$ cat src/rtl/xsleena_cen_pkg.sv
// -----------------------------------------------------------------------------
// xsleena_cen_pkg
// Shared constants for the 48 MHz clock-enable tree: the core clock rate,
// named divisors for the common derived rates, channel index names, and a
// helper that packs two per-channel byte values into a DIV/PHASE list.
// -----------------------------------------------------------------------------
package xsleena_cen_pkg;

    localparam int unsigned CEN_CLK_HZ = 48_000_000;

    // Divisors from the 48 MHz core clock
    localparam int unsigned DIV_12M = 4;
    localparam int unsigned DIV_6M  = 8;

    // Channel indices in the default configuration
    localparam int unsigned CEN_12M  = 0;
    localparam int unsigned CEN_HCLK = 1;

    // Packs two 8-bit channel values; ch0 lands in the low slice.
    function automatic logic [15:0] pack_list2(input logic [7:0] ch1, input logic [7:0] ch0);
        return {ch1, ch0};
    endfunction

endpackage

$ cat src/rtl/xsleena_cen_gen_if.sv
// -----------------------------------------------------------------------------
// xsleena_cen_gen_if
// Control and strobe bundle of the clock-enable generator.
//   i_pause    : freeze the pause-masked channels
//   i_resync   : one-cycle pulse, restart all counters aligned
//   o_cen      : per-channel strobe, one cycle wide
//   o_cen_h    : per-channel half-period companion strobe
//   o_frac_cen : fractional-N strobe, one cycle wide
// master drives the controls and observes the strobes; slave is the generator.
// -----------------------------------------------------------------------------
interface xsleena_cen_gen_if #(
    parameter int unsigned NUM_CH = 2
);
    logic              i_pause;
    logic              i_resync;
    logic [NUM_CH-1:0] o_cen;
    logic [NUM_CH-1:0] o_cen_h;
    logic              o_frac_cen;

    modport master (
        output i_pause,
        output i_resync,
        input  o_cen,
        input  o_cen_h,
        input  o_frac_cen
    );

    modport slave (
        input  i_pause,
        input  i_resync,
        output o_cen,
        output o_cen_h,
        output o_frac_cen
    );
endinterface

$ cat src/rtl/xsleena_cen_div.sv
// -----------------------------------------------------------------------------
// xsleena_cen_div
// One integer clock-enable channel: a 0..DIV-1 wrap counter with registered
// phase and half-period compares.
//   i_clk   : core clock
//   i_rst   : synchronous reset, active-high
//   i_clr   : synchronous restart (resync), below i_rst in priority
//   i_hold  : freeze the counter and silence the strobes
//   o_cen   : high after the edge where the counter equals PHASE
//   o_cen_h : high after the edge where the counter equals PHASE + DIV/2 (mod DIV)
// -----------------------------------------------------------------------------
module xsleena_cen_div #(
    parameter int unsigned     CNT_W = 8,
    parameter logic [CNT_W-1:0] DIV   = 4,
    parameter logic [CNT_W-1:0] PHASE = 0
) (
    input  logic i_clk,
    input  logic i_rst,
    input  logic i_clr,
    input  logic i_hold,
    output logic o_cen,
    output logic o_cen_h
);

    localparam int unsigned DIV_INT  = int'(DIV);
    localparam int unsigned HALF_INT = (DIV_INT == 0) ? 0 :
                                       (int'(PHASE) + DIV_INT / 2) % DIV_INT;
    localparam logic [CNT_W-1:0] HALF_CNT = CNT_W'(HALF_INT);
    localparam logic [CNT_W-1:0] LAST_CNT = DIV - 1'b1;

    logic [CNT_W-1:0] r_cnt;
    logic             r_cen;
    logic             r_cen_h;

    logic [CNT_W-1:0] w_cnt_d;
    logic             w_cen_d;
    logic             w_cen_h_d;

    always_comb begin
        w_cnt_d   = r_cnt;
        w_cen_d   = 1'b0;
        w_cen_h_d = 1'b0;
        if (i_clr) begin
            w_cnt_d = '0;
        end else if (!i_hold) begin
            w_cen_d   = (r_cnt == PHASE);
            w_cen_h_d = (r_cnt == HALF_CNT);
            w_cnt_d   = (r_cnt == LAST_CNT) ? '0 : r_cnt + 1'b1;
        end
    end

    always_ff @(posedge i_clk) begin
        if (i_rst) begin
            r_cnt   <= '0;
            r_cen   <= 1'b0;
            r_cen_h <= 1'b0;
        end else begin
            r_cnt   <= w_cnt_d;
            r_cen   <= w_cen_d;
            r_cen_h <= w_cen_h_d;
        end
    end

    assign o_cen   = r_cen;
    assign o_cen_h = r_cen_h;

endmodule

$ cat src/rtl/xsleena_cen_gen.sv
// -----------------------------------------------------------------------------
// xsleena_cen_gen
// Clock-enable generator for the 48 MHz core domain: NUM_CH integer-divided
// strobes (each with a half-period companion) plus one fractional-N strobe.
//   i_clk  : 48 MHz core clock
//   i_rst  : synchronous reset, active-high
//   bus    : slave side of xsleena_cen_gen_if (pause/resync in, strobes out)
// Priority: i_rst > bus.i_resync > bus.i_pause. All outputs are registered.
// -----------------------------------------------------------------------------
module xsleena_cen_gen
    import xsleena_cen_pkg::*;
#(
    parameter int unsigned              NUM_CH        = 2,
    parameter int unsigned              CNT_W         = 8,
    parameter logic [NUM_CH*CNT_W-1:0]  DIV_LIST      = pack_list2(8'(DIV_6M), 8'(DIV_12M)),
    parameter logic [NUM_CH*CNT_W-1:0]  PHASE_LIST    = pack_list2(8'd1, 8'd0),
    parameter logic [NUM_CH-1:0]        PAUSE_MASK    = 2'b11,
    parameter int unsigned              FRAC_W        = 16,
    parameter int unsigned              FRAC_NUM      = 1,
    parameter int unsigned              FRAC_DEN      = 16,
    parameter bit                       FRAC_PAUSABLE = 1'b1
) (
    input  logic              i_clk,
    input  logic              i_rst,
    xsleena_cen_gen_if.slave  bus
);

    // ---------------------------------------------------------------- checks
    if (FRAC_DEN == 0) begin : g_err_den
        $error("xsleena_cen_gen: FRAC_DEN must be non-zero");
    end
    if (FRAC_NUM > FRAC_DEN) begin : g_err_num
        $error("xsleena_cen_gen: FRAC_NUM must not exceed FRAC_DEN");
    end

    // ------------------------------------------------------ integer channels
    logic [NUM_CH-1:0] w_cen;
    logic [NUM_CH-1:0] w_cen_h;

    for (genvar gi = 0; gi < NUM_CH; gi++) begin : g_ch
        localparam logic [CNT_W-1:0] CH_DIV   = DIV_LIST[gi*CNT_W +: CNT_W];
        localparam logic [CNT_W-1:0] CH_PHASE = PHASE_LIST[gi*CNT_W +: CNT_W];

        if (CH_DIV == 0) begin : g_err_div
            $error("xsleena_cen_gen: channel %0d divisor is zero", gi);
        end
        if (CH_PHASE >= CH_DIV) begin : g_err_phase
            $error("xsleena_cen_gen: channel %0d phase not below divisor", gi);
        end

        xsleena_cen_div #(
            .CNT_W (CNT_W),
            .DIV   (CH_DIV),
            .PHASE (CH_PHASE)
        ) u_div (
            .i_clk   (i_clk),
            .i_rst   (i_rst),
            .i_clr   (bus.i_resync),
            .i_hold  (bus.i_pause & PAUSE_MASK[gi]),
            .o_cen   (w_cen[gi]),
            .o_cen_h (w_cen_h[gi])
        );
    end

    assign bus.o_cen   = w_cen;
    assign bus.o_cen_h = w_cen_h;

    // ---------------------------------------------------- fractional channel
    // One extra bit on the sum so acc + NUM can never wrap.
    localparam logic [FRAC_W:0] NUM_EXT = (FRAC_W + 1)'(FRAC_NUM);
    localparam logic [FRAC_W:0] DEN_EXT = (FRAC_W + 1)'(FRAC_DEN);

    logic [FRAC_W-1:0] r_acc;
    logic              r_frac_cen;

    logic [FRAC_W:0]   w_sum;
    logic [FRAC_W:0]   w_diff;
    logic [FRAC_W-1:0] w_acc_d;
    logic              w_frac_cen_d;
    logic              w_frac_hold;

    assign w_sum       = {1'b0, r_acc} + NUM_EXT;
    assign w_diff      = w_sum - DEN_EXT;
    assign w_frac_hold = bus.i_pause & FRAC_PAUSABLE;

    always_comb begin
        w_acc_d      = r_acc;
        w_frac_cen_d = 1'b0;
        if (bus.i_resync) begin
            w_acc_d = '0;
        end else if (!w_frac_hold) begin
            if (w_sum >= DEN_EXT) begin
                w_acc_d      = w_diff[FRAC_W-1:0];
                w_frac_cen_d = 1'b1;
            end else begin
                w_acc_d = w_sum[FRAC_W-1:0];
            end
        end
    end

    always_ff @(posedge i_clk) begin
        if (i_rst) begin
            r_acc      <= '0;
            r_frac_cen <= 1'b0;
        end else begin
            r_acc      <= w_acc_d;
            r_frac_cen <= w_frac_cen_d;
        end
    end

    assign bus.o_frac_cen = r_frac_cen;

endmodule

$ cat src/flat_wrapper.sv
// flat-port wrapper written by rule: the top's interface ports become plain ports
module xsleena_cen_gen_flat import xsleena_cen_pkg::*;
#(
    parameter int unsigned              NUM_CH        = 2,
    parameter int unsigned              CNT_W         = 8,
    parameter logic [NUM_CH*CNT_W-1:0]  DIV_LIST      = pack_list2(8'(DIV_6M), 8'(DIV_12M)),
    parameter logic [NUM_CH*CNT_W-1:0]  PHASE_LIST    = pack_list2(8'd1, 8'd0),
    parameter logic [NUM_CH-1:0]        PAUSE_MASK    = 2'b11,
    parameter int unsigned              FRAC_W        = 16,
    parameter int unsigned              FRAC_NUM      = 1,
    parameter int unsigned              FRAC_DEN      = 16,
    parameter bit                       FRAC_PAUSABLE = 1'b1
)
  (i_clk, i_rst, bus_i_pause, bus_i_resync, bus_o_cen, bus_o_cen_h, bus_o_frac_cen);
  xsleena_cen_gen_if #(.NUM_CH(NUM_CH)) bus_i ();
  input  logic i_clk;
  input  logic i_rst;
  input wire logic [$bits(bus_i.i_pause)-1:0] bus_i_pause;
  input wire logic [$bits(bus_i.i_resync)-1:0] bus_i_resync;
  output wire logic [$bits(bus_i.o_cen)-1:0] bus_o_cen;
  output wire logic [$bits(bus_i.o_cen_h)-1:0] bus_o_cen_h;
  output wire logic [$bits(bus_i.o_frac_cen)-1:0] bus_o_frac_cen;
  assign bus_i.i_pause = bus_i_pause;
  assign bus_i.i_resync = bus_i_resync;
  assign bus_o_cen = bus_i.o_cen;
  assign bus_o_cen_h = bus_i.o_cen_h;
  assign bus_o_frac_cen = bus_i.o_frac_cen;
  xsleena_cen_gen #(.NUM_CH(NUM_CH), .CNT_W(CNT_W), .DIV_LIST(DIV_LIST), .PHASE_LIST(PHASE_LIST), .PAUSE_MASK(PAUSE_MASK), .FRAC_W(FRAC_W), .FRAC_NUM(FRAC_NUM), .FRAC_DEN(FRAC_DEN), .FRAC_PAUSABLE(FRAC_PAUSABLE)) u_core (.i_clk(i_clk), .i_rst(i_rst), .bus(bus_i));
endmodule
$ cat config.mk
export PLATFORM = sky130hd
export DESIGN_NAME = xsleena_cen_gen_flat
export DESIGN_NICKNAME = d
export VERILOG_FILES = /design/src/rtl/xsleena_cen_pkg.sv /design/src/rtl/xsleena_cen_gen_if.sv /design/src/rtl/xsleena_cen_div.sv /design/src/rtl/xsleena_cen_gen.sv /design/src/flat_wrapper.sv
export SDC_FILE = /design/constraint.sdc
export NUM_CORES = 1
export LEC_CHECK = 0
export BUFFER_PORTS_ARGS = -buffer_cell sky130_fd_sc_hd__buf_4
export CAP_MARGIN = 20
export CORE_MARGIN = 8
export CORE_UTILIZATION = 56
export CTS_CLUSTER_SIZE = 12
export DETAILED_ROUTE_END_ITERATION = 6
export PLACE_DENSITY_LB_ADDON = 0.1
export SLEW_MARGIN = 20
export SYNTH_ARGS = -nofsm -noshare
export SYNTH_HDL_FRONTEND = slang
export SYNTH_HIERARCHICAL = 1
export SYNTH_SLANG_ARGS = --single-unit
$ cat constraint.sdc
create_clock -name i_clk -period 2.5 [get_ports i_clk]
set_input_delay 0.25 -clock i_clk [delete_from_list [all_inputs] [get_ports i_clk]]
set_output_delay 0.25 -clock i_clk [all_outputs]
set_load 0.05 [all_outputs]
; ---- Word level (Yosys, flattened, before mapping)
; Cells that the tools add are included.
[classes]
eq_ne = 5
mux = 4
add_sub_neg = 4
reduce_logical = 3
n_lt_le_gt_ge = 1
[ops]
columns = op, n
row1 = "adder 16 x 1 -> 17 bit, second input constant", 1
row2 = "greater-or-equal comparator 17 x 5 -> 1 bit, second input constant", 1
row3 = "adder 8 x 1 -> 8 bit, second input constant", 2
row4 = "equality test 8 x 2 -> 1 bit, second input constant", 2
row5 = "equality test 8 x 3 -> 1 bit, second input constant", 2
row6 = two-way mux 16 bit, 1
row7 = two-way mux 8 bit, 2
row8 = "subtractor 16 x 5 -> 16 bit, second input constant", 1
row9 = "equality test 8 x 1 -> 1 bit, second input constant", 1
row10 = logical NOT 8 bit, 1
row11 = OR reduction 3 bit, 1
row12 = OR reduction 2 bit, 1
row13 = two-way mux 1 bit, 1
[totals]
in_bits = 4
ff_bits = 37
wordCells = 25

; ---- Depth between registers and ports, before layout
[depth]
ltp_word = 3
mapped_depth = 9
depth_no_buf = 8

; ---- Cells and area by module
; The synthesis kept the hierarchy.
[modules_own_cells]
columns = mod, instances, cells_per_inst, area_per_inst_um2
row1 = xsleena_cen_gen, 1, 195, 1478.9
row2 = xsleena_cen_div (u_core.g_ch[0].u_div), 1, 58, 520.5
row3 = xsleena_cen_div (u_core.g_ch[1].u_div), 1, 52, 462.9

; ---- Worst setup path after synthesis
; Ideal clock, no wire load.
[synth_timing]
path_type = reg2reg
startpoint = reg u_core.r_acc[0]
endpoint = reg u_core.r_acc[14]
setup_ps = 71
path_stages_with_launch = 10
required_time_ps = 2429
t_arrival_ps = 2283
period_less_slack_ps = 2354
path_buffers = 1
path_slack_ps = 146
cell_sequence = dfxtp_1 > ha_1 > and3_1 > buf_2 > a311oi_1 > o22ai_1 > nor3b_4 > a32oi_1 > or3_1 > a21oi_1
[synth_via]
elab_chain_cells = 3
[synth_lines]
columns = item, line_no
row1 = from (decl), xsleena_cen_gen.sv:73  ; logic [FRAC_W-1:0] r_acc;
row2 = from (signal assigned), xsleena_cen_gen.sv:106  ; r_acc <= w_acc_d;
row3 = adder 16 x 1 -> 17 bit (*), xsleena_cen_gen.sv:82  ; assign w_sum = {1'b0, r_acc} + NUM_EXT;
row4 = subtractor 16 x 5 -> 16 bit or greater-or-equal comparator 17 x 5 -> 1 bit (tied branches), "xsleena_cen_gen.sv:83, xsleena_cen_gen.sv:92"
row5 = two-way mux 16 bit (*), xsleena_cen_gen.sv:92  ; if (w_sum >= DEN_EXT) begin
; Every way passes the cells marked *; elsewhere a longest branch is shown, timed or not.
; A chain may end at the register's enable or synchronous reset.

; ---- Final worst setup path
[layout_timing]
startpoint = reg u_core.r_acc[2]
endpoint = reg u_core.r_acc[10]
; Same word-level chain as after synthesis.

==> summary.md <==
| Metric | Value |
|---|---|
| Final setup viols | 0 |
| CTS Hold Bufs | 0 |
| Clock root buffer | clkbuf_8 |
| Async set-reset flop share out of synthesis | 0 |
| Routed WL | 5.71 mm |
| Core Rows | 24 |
| Synth cell types | 58 |
| Worst slew pin tran | 0.578 ns |
| First-pass GRT wire length | 9.60 mm |
| Clk slew on worst S/H paths | 0.08 ns |
| Port Buffers | 8 |
| TritonCTS clock tree | done |
| Final #Nets | 336 |
| Initial antenna violation count | 0 |
| Fmax achieved | 413 MHz |
| Avg WL per Cell | 15.1 microns |
| Gate Count Post-Synth | 305 |
| Grt ovf | 0 |
| CP endpoint kind | flip-flop |
| Post-synth EDFFs | 0 |
| Max-slew violations | 0 |
| Final worst setup slack | 0.0806 ns |
| Setup Crit Path Kind | reg -> reg |
| Top Layer Used | met4 |
| Chip Width | 82.3 microns |
| Fin crit period | 2.42 ns |
| Most common flop cell mapped by yosys | dfxtp_1 |
| CTS sink cnt | 37 |
| Share of cells above drive strength 1 | 0.197 |
| Clock skew | 0.00579 ns |
| MaxCap Viol Count | 0 |
| M1 WL | 2.64 mm |
| Max rail drop VDD | 0.422 mV |
| Area delta synth->final | 14.4% |
| Core footprint | 0.00429 sq mm |
| # diodes | 0 |
| Top-level I/O count | 9 |
| FF+latch count, synth | 37 |
| DR vias | 2,344 |
| Vias in the first global route | 2,057 |
| Synthesized area per cell | 8.07 sq um |
| Worst skew pair latency | 0.29 ns |
| Chip height | 82.3 microns |
| CP arrival | 2.65 ns |
| Leak | 0.00105 uW |
| Antenna viol nets, final | 0 |
| Post-Synthesis Cell Area | 0.00246 sq mm |
| Worst min-delay path class | in -> reg |
| Fin util | 0.656 |
| Syn Nets | 316 |
| CTS Buf Count | 5 |
| Metal2 WL | 2.66 mm |
| Slew HR | 0.610 |
| Die footprint | 0.00677 sq mm |
| Min Hold Slack | 0.274 ns |
| WL met3 | 284 microns |
| Final worst path period share | 0.968 |
| Worst Path Required | 2.73 ns |
| GPL Wtd Cong | 0.911 |
| Status | complete, no violations |
| Vias per cell | 6.22 |
| Largest net degree at the start of global routing | 37 |
| Reg-to-reg slack, setup | 0.08 ns |
| Pre-CTS WS | 0.0825 ns |
| Clock H-tree levels | 2 |
| Pwr per Cell Area | 628 mW/mm^2 |
| 1st-iter DRT viols | 220 |
| Crit path max fanout | 5 |
| Most common cell after layout, fill and taps aside | dfxtp_1 |
| Total track usage | 0.180 |
| Detailed placement HPWL | 4.03 mm |
| Commonest cells after routing, fill and taps aside | 37 x dfxtp_1, 33 x nor2_1, 31 x buf_4, 21 x nand2_1, 21 x a21oi_1 |
| Final Hold Fails | 0 |
| Startpoint Class | flip-flop |
| TritonRoute pass-1 iters | 5 |
| Initial core utilization | 0.573 |
| CTS max path bufs | 2 |
| Synthesis Warnings | 6 |
| Seq/Total Area, Yosys | 0.301 |
| # DRC | 0 |
==> per-layer routing <==
layer,up-vias,track usage
li1,1173,-
met1,1077,0.221
met2,77,0.291
met3,17,0.0433
met4,0,0.0789
met5,-,0
==> state kept, by name (all words and copies together) (netlist names) <==
register,cells
u_core/g_ch.u_div/r_cnt,16
u_core/g_ch.u_div/o_cen_h,2
u_core/g_ch.u_div/o_cen,2
u_core/r_acc,16
u_core/bus.o_frac_cen,1
==> metrics by stage <==
step	total power, uW	setup TNS (ns)	area, sq um	instances
2_1_floorplan	1100	0	2460	305
3_3_place_gp	1320	0	2680	370
3_5_place_dp	1320	0	2680	370
4_1_cts	1760	0	2770	377
5_1_grt	1870	-0.00481	2820	377
6_report	1770	0	2820	377
==> Yosys cell counts, drive strengths merged (2+ instances only) <==
cell | count | area, sq um
nor4 | 9 | 83.8
nand2 | 21 | 78.8
and4 | 4 | 35.0
inv | 10 | 37.5
ha | 7 | 87.6
or4 | 2 | 22.5
buf | 7 | 37.5
a21oi | 21 | 105
nor3b | 4 | 41.3
or2 | 3 | 18.8
o21ai | 16 | 80.1
and2 | 2 | 12.5
nand3b | 3 | 22.5
nand2b | 2 | 12.5
dfxtp | 37 | 741
o211ai | 4 | 35.0
nor4b | 2 | 23.8
nor2 | 33 | 124
nand4b | 5 | 43.8
a311oi | 2 | 17.5
mux2i | 7 | 70.1
or3 | 19 | 129
xnor2 | 7 | 61.3
clkbuf | 11 | 41.3
and3 | 6 | 37.5
xor2 | 7 | 61.3
nor2b | 3 | 18.8
o41ai | 4 | 42.6
nor3 | 5 | 30.0
a211oi | 7 | 52.6
a31oi | 5 | 31.3
nand3 | 9 | 57.6
nand4 | 8 | 62.6
==> where the power goes <==
part	switching [uW]	leakage, uW	internal (uW)
clock network	215	0.0000433	218
logic	362	0.000704	323
registers	34.5	0.000299	617
total	612	0.00105	1160
==> cells by family after synthesis <==
logic type	Yosys count	synth area share
AOI/OAI and AO/OA	71	0.190
DFF	37	0.301
buffers and inverters	29	0.0488
xor gates and xnor gates	14	0.0498
and+or+nand+nor	140	0.347
muxes	7	0.0285
adders and majority gates	7	0.0356
==> layout make-up <==
| type | count | area [sq um] |
|---|---|---|
| fill | 364 | 1480 |
| timing repair buffer | 31 | 233 |
| inverter | 11 | 41.3 |
| clock inverter | 1 | 7.51 |
| tap | 52 | 65.1 |
| clock buffer | 6 | 82.6 |
| sequential | 37 | 741 |
| multi-input combinational | 239 | 1650 |
==> critical path, cell delays in order (launching register included) <==
cell	delay, ns
dfxtp_1	0.43
nand4_2	0.25
nor4_4	0.37
mux2i_2	0.32
o211ai_1	0.16
a2111oi_1	0.49
o21ai_0	0.18
a21oi_1	0.16
==> worst paths after layout <==
| check | startpoint | end | cells past startpoint |
|---|---|---|---|
| worst max-delay path | u_core/r_acc[2] | u_core/r_acc[10] | 7 |
| worst min-delay path | i_rst | u_core/r_acc[7] | 3 |
| worst max register to register | u_core/r_acc[2] | u_core/r_acc[10] | 7 |
| worst min register to register | u_core/g_ch[1].u_div/r_cnt[7] | u_core/g_ch[1].u_div/r_cnt[7] | 2 |
==> repair_timing <==
action / 4_1_cts / 5_1_grt
buffers inserted: 0 / 0
resized for setup: 0 / 10
endpoints found under the setup margin: 0 / 11
No activity file was read; power rests on OpenSTA's default activity.
